--- src/rtl/avl_button_pio.sv ---
// Push-button responder: sync, debounce, press capture and irq.
// Avalon-MM slave with fixed read latency of one clock.
module avl_button_pio #(
  parameter int WIDTH           = 2,
  parameter int ACTIVE_LOW      = 1,
  parameter int DEBOUNCE_CYCLES = 500000
) (
  input  logic             clk_clk,
  input  logic             reset_reset,
  input  logic [WIDTH-1:0] button_in,
  input  logic [1:0]       avs_address,
  input  logic             avs_read,
  input  logic             avs_write,
  input  logic [31:0]      avs_writedata,
  output logic [31:0]      avs_readdata,
  output logic             avs_readdatavalid,
  output logic             irq
);

  localparam int CW = $clog2(DEBOUNCE_CYCLES);
  localparam logic [CW-1:0] CMAX =
    CW'(DEBOUNCE_CYCLES - 1);
  localparam logic [WIDTH-1:0] IDLE =
    {WIDTH{ACTIVE_LOW != 0}};

  logic [WIDTH-1:0] r_sync1;
  logic [WIDTH-1:0] r_sync2;
  logic [WIDTH-1:0] r_db;
  logic [WIDTH-1:0] r_db_d;
  logic [WIDTH-1:0] r_ec;
  logic [WIDTH-1:0] r_mask;
  logic [CW-1:0]    r_cnt [WIDTH];
  logic             r_irq;
  logic [31:0]      r_rdata;
  logic             r_rvalid;

  logic [WIDTH-1:0] w_raw;
  logic [WIDTH-1:0] w_rise;
  logic [WIDTH-1:0] w_clr;
  logic             w_wr_mask;
  logic             w_wr_ec;
  logic [31:0]      w_rd;
  logic             w_unused;

  assign w_raw     = r_sync2 ^ IDLE;
  assign w_rise    = r_db & ~r_db_d;
  assign w_wr_mask = avs_write &&
                     (avs_address == 2'd2);
  assign w_wr_ec   = avs_write &&
                     (avs_address == 2'd3);
  assign w_clr     = w_wr_ec ?
                     avs_writedata[WIDTH-1:0] :
                     '0;
  assign w_unused  = ^avs_writedata;

  // Sync flops reset to the idle pin level so
  // no spurious press follows reset.
  always_ff @(posedge clk_clk) begin
    if (reset_reset) begin
      r_sync1 <= IDLE;
      r_sync2 <= IDLE;
    end else begin
      r_sync1 <= button_in;
      r_sync2 <= r_sync1;
    end
  end

  always_ff @(posedge clk_clk) begin
    if (reset_reset) begin
      for (int i = 0; i < WIDTH; i++)
        r_cnt[i] <= '0;
      r_db <= '0;
    end else begin
      for (int i = 0; i < WIDTH; i++) begin
        if (w_raw[i] == r_db[i]) begin
          r_cnt[i] <= '0;
        end else if (r_cnt[i] == CMAX) begin
          r_cnt[i] <= '0;
          r_db[i]  <= ~r_db[i];
        end else begin
          r_cnt[i] <= r_cnt[i] + CW'(1);
        end
      end
    end
  end

  // Set beats clear when both hit one bit.
  always_ff @(posedge clk_clk) begin
    if (reset_reset) begin
      r_db_d <= '0;
      r_ec   <= '0;
      r_mask <= '0;
      r_irq  <= 1'b0;
    end else begin
      r_db_d <= r_db;
      r_ec   <= (r_ec & ~w_clr) | w_rise;
      if (w_wr_mask)
        r_mask <= avs_writedata[WIDTH-1:0];
      r_irq  <= |(r_ec & r_mask);
    end
  end

  always_comb begin
    w_rd = '0;
    unique case (avs_address)
      2'd0: w_rd[WIDTH-1:0] = r_db;
      2'd1: w_rd[WIDTH-1:0] = w_raw;
      2'd2: w_rd[WIDTH-1:0] = r_mask;
      2'd3: w_rd[WIDTH-1:0] = r_ec;
    endcase
  end

  always_ff @(posedge clk_clk) begin
    if (reset_reset) begin
      r_rdata  <= '0;
      r_rvalid <= 1'b0;
    end else begin
      r_rvalid <= avs_read;
      if (avs_read)
        r_rdata <= w_rd;
    end
  end

  assign avs_readdata      = r_rdata;
  assign avs_readdatavalid = r_rvalid;
  assign irq               = r_irq;

endmodule

--- config.mk ---
export PLATFORM = sky130hd
export DESIGN_NAME = avl_button_pio
export DESIGN_NICKNAME = d
export VERILOG_FILES = /design/src/rtl/avl_button_pio.sv
export SDC_FILE = /design/constraint.sdc
export NUM_CORES = 1
export LEC_CHECK = 0
export CORE_UTILIZATION = 35
export CTS_CLUSTER_DIAMETER = 50
export DETAILED_ROUTE_END_ITERATION = 8
export SLEW_MARGIN = 20
export SYNTH_ARGS = -nofsm -noshare
export SYNTH_HDL_FRONTEND = slang
export SYNTH_SLANG_ARGS = --single-unit
--- constraint.sdc ---
create_clock -name clk_clk -period 5.5 [get_ports clk_clk]
set_input_delay 1.1 -clock clk_clk [delete_from_list [all_inputs] [get_ports clk_clk]]
set_output_delay 1.1 -clock clk_clk [all_outputs]
set_load 0.02 [all_outputs]
# --- Word-level counts from Yosys, hierarchy flattened ---
# Memories as Yosys holds them, arrays and structs flattened.
# Index checks and enable logic that the tools add are counted.
classes:
  bitwise_logic: 17
  mux: 32
  eq_ne: 7
  n_reduce_logical: 6
  addsub: 2
op_table:
  columns: ["cell", "n"]
  rows:
  - ["2-to-1 mux 19 bit", 6]
  - ["adder 19 x 1 -> 19 bit (second input constant)", 2]
  - ["== test 19 bit (second input constant)", 2]
  - ["2-to-1 mux 1 bit", 24]
  - ["case mux 2 bit (4 select lines)", 1]
  - ["AND 2 bit", 3]
  - ["inverter 2 bit", 3]
  - ["bitwise OR 1 bit", 6]
  - ["== test 2 bit (second input constant)", 2]
  - ["inverter 1 bit", 4]
  - ["AND reduction 2 bit", 2]
  - ["== test 1 bit", 2]
  - ["== test 2 x 1 -> 1 bit (second input constant)", 1]
  - ["logical AND 1 bit", 2]
  - ["zero test 2 bit", 1]
  - ["2-to-1 mux 2 bit", 1]
  - ["bitwise OR 2 bit", 1]
  - ["OR reduction 2 bit", 1]
totals:
  mem_bits_rw: 38
  memories: 1
  inputBits: 40
  regBits: 16
  word_cells: 75
mem_list:
  columns: ["name", "words", "word_bits", "rd", "rd_ports_with_merged_regs", "wr", "line", "text"]
  rows:
  - ["r_cnt", 2, 19, 2, 0, 2, "32", "logic [CW-1:0] r_cnt [WIDTH];"]

# --- Depth between registers and ports, before layout ---
depth:
  depth_word: 8
  mapped_depth: 6
  mapped_depth_nobuf: 5

# --- Worst setup path after synthesis ---
# No wires, ideal clock.
synth_path:
  kind: "in2reg"
  from: "in reset_reset"
  to: "mem r_cnt[1][10] (netlist bit) (data pin)"
  n_path_buf: 2
  arrival_ps: 1929
  path_slack_ps: 3314
  setup_ps: 257
  path_stages: 5
  cell_sequence: "clkbuf_1 -> nor2_1 -> o21ai_1 -> buf_2 -> nor2_1"
synth_lines:
  columns: ["item", "line", "text"]
  rows:
  - ["from (decl)", "9", "input logic reset_reset,"]
  - ["to (decl)", "32", null]

==> results.json <==
{
  "cp-startpoint": "reset_reset",
  "area_growth_pct": 12.6,
  "max_slew_margin": 0.488,
  "num-fill-cells": 829,
  "cap_violations": 0,
  "min_path_cells": 1,
  "syn_inst": 293,
  "clk_latency_ps": 300,
  "cts-resized-gates": 0,
  "min_from": "r_sync1[0]$_SDFF_PP1_",
  "wl_per_cell_um": 11.0,
  "root_buffer": "clkbuf_8",
  "hpwl_mm": 3.54,
  "htreeDepth": 2,
  "core_um2": 8220,
  "pre_cts_ws_ps": 2590,
  "worstMarginPinSlew_ps": 767,
  "synthTopCellsByCount": "nor2_1, edfxtp_1, buf_4",
  "async_flop_share": 0,
  "required_ps": 5530,
  "final.min_clock_period_ps": 2570,
  "die-area_um2": 8830,
  "grt_usage": 0.119,
  "end_kind": "flip-flop",
  "rsz0062_at_grt": "false",
  "synthFlopType": "edfxtp_1",
  "cp.arrival_ps": 2600,
  "crit_type": "in2reg",
  "max_freq_mhz": 389,
  "portBuffers": 13,
  "synth_top_area_share": 0.386,
  "netlist_area_um2": 2960,
  "leakagePower_nw": 1.19,
  "drive_gt1_frac": 0.0581,
  "skew_ps": 9.02,
  "r2r-start": "r_cnt[0][0]$_SDFFCE_PN0P_",
  "ys_warn_count": 0,
  "drt_pass1_iterations": 4,
  "seq_area_frac_synth": 0.494,
  "n_antenna_cell": 0,
  "grt_max_degree": 20,
  "path_clk_slew_ps": 90,
  "synth_area_per_cell_um2": 10.1,
  "synth.most_common_cell": "nor2_1",
  "viasPerCell": 4.55,
  "worstHoldPathType": "reg2reg",
  "start_kind": "primary input",
  "clk_path_buf_depth": 2,
  "ys_top_cells_by_area": "edfxtp_1, dfxtp_1, buf_4",
  "initial_utilization": 0.360,
  "setup_viol": 0,
  "synth_top_area_cell": "edfxtp_1",
  "ioPinCount": 74,
  "grt_pass1_wl_mm": 8.34,
  "cts_tree": "yes",
  "setup_tns_ps": 0,
  "rr_endpoint": "r_cnt[0][8]$_SDFFCE_PN0P_",
  "post-cts-setup-buffers": 0,
  "cts.sinks": 54,
  "synth-edff-count": 38,
  "hold_viol": 0,
  "rows": 33,
  "cts_hold_buf": 0,
  "synthDistinctLibCells": 39,
  "synth_seq_cells": 54,
  "peakVddDrop_v": 0.000124,
  "vias": 2044,
  "post-route-period-util": 0.468,
  "grt-ovfl-total": 0,
  "worstPathMaxFanout": 19,
  "postRouteAntennaNets": 0,
  "hold_path_end": "r_sync2[0]$_SDFF_PP1_",
  "final.setup.worst_slack_ps": 2930,
  "power_density_nw_per_um2": 236,
  "drc": 0,
  "rr_worst_depth": 5,
  "grt_pass1_vias": 1837,
  "antenna_found_initial": 0,
  "die_height_um": 94.0,
  "reg2reg_slack_ps": 3180,
  "gp_congestion": 0.832,
  "cts_buffers": 5,
  "first_iter_violations": 60,
  "wl_mm": 4.93,
  "slew_viol_final": 0,
  "die_w_um": 94.0,
  "fin_nets": 385,
  "status": "completed"
}
## state kept, by name, summed over array words and instances (netlist names)
signal             flops
avs_readdata           2
r_sync1                2
r_sync2                2
r_ec                   2
r_cnt                 38
r_db                   2
avs_readdatavalid      1
r_db_d                 2
irq                    1
r_mask                 2
## power breakdown
| group | switching [mW] | internal (mW) |
|---|---|---|
| logic | 0.0400 | 0.0207 |
| clock network | 0.127 | 0.130 |
| registers | 0.0179 | 0.449 |
| total | 0.185 | 0.600 |
## logic make-up (layout without fill, tap and decap cells)
family | count (synthesis) | after routing | synth area share
AOI/OAI and AO/OA | 16 | 16 | 0.0343
xor gates and xnor gates | 31 | 31 | 0.0918
buffers and inverters | 47 | 32 | 0.0985
other | 2 | 68 | 0.00254
muxes | 6 | 6 | 0.0288
DFF | 54 | 54 | 0.494
adders and majority gates | 2 | 2 | 0.00846
and+or+nand+nor | 135 | 135 | 0.242
## how the worst max path moves through the flow
stage	endpoint	slack (ps)	cells past startpoint
5_1_grt	r_cnt[0][2]$_SDFFCE_PN0P_	2820	4
6_report	r_cnt[0][8]$_SDFFCE_PN0P_	2930	4
3_3_place_gp	r_cnt[1][3]$_SDFFCE_PN0P_	2300	4
4_1_cts	r_cnt[0][10]$_SDFFCE_PN0P_	2920	4
2_1_floorplan	r_cnt[1][10]$_SDFFCE_PN0P_	3310	5
3_5_place_dp	r_cnt[0][10]$_SDFFCE_PN0P_	2590	4
## routing by layer
layer | GRT usage | up-vias | routed length (um)
li1 | - | 1046 | -
met1 | 0.152 | 959 | 2350
met2 | 0.201 | 37 | 2400
met3 | 0.0267 | 2 | 161
met4 | 0.0308 | 0 | 19
met5 | 0 | - | 0
## layout by cell type (no fill, tap or decap), types with 4 or more instances in the layout
cell             instances
nand3_1                 14
xnor2_1                 23
nor3_1                   6
edfxtp_1                38
dfxtp_1                 16
nand4_1                 12
nor2b_1                  6
clkbuf_8                 6
nor4_1                  15
clkdlybuf4s50_1         13
mux2i_1                  4
inv_1                   11
or2_2                    5
xor2_1                   8
nor2_1                  48
a21oi_1                  5
conb_1                  68
nand2_1                 11
## final cells by class
cell class	instances	area [um2]	share of cell area
sequential	54	1460	0.438
timing repair buffer	13	130	0.0390
clock buffer	8	111	0.0334
multi-input combinational	258	1460	0.437
tap	105	131	0.0394
inverter	11	41.3	0.0124
## worst max-delay path: stages
cell and delay (ps):
clkdlybuf4s50_1 880, nor2_1 160, o21ai_2 340, nor2_1 120
## through the flow
step	utilization	power (mW)	hold WS (ps)	instances	cell area (um2)
floorplan	-	0.535	389	359	3210
global placement	0.392	0.535	394	441	3220
detailed placement	0.392	0.536	402	441	3220
CTS	0.406	0.796	426	449	3330
global route	0.406	0.817	453	449	3330
finish	0.406	0.785	426	449	3330
Note: power is estimated with default switching activity, not from simulation.
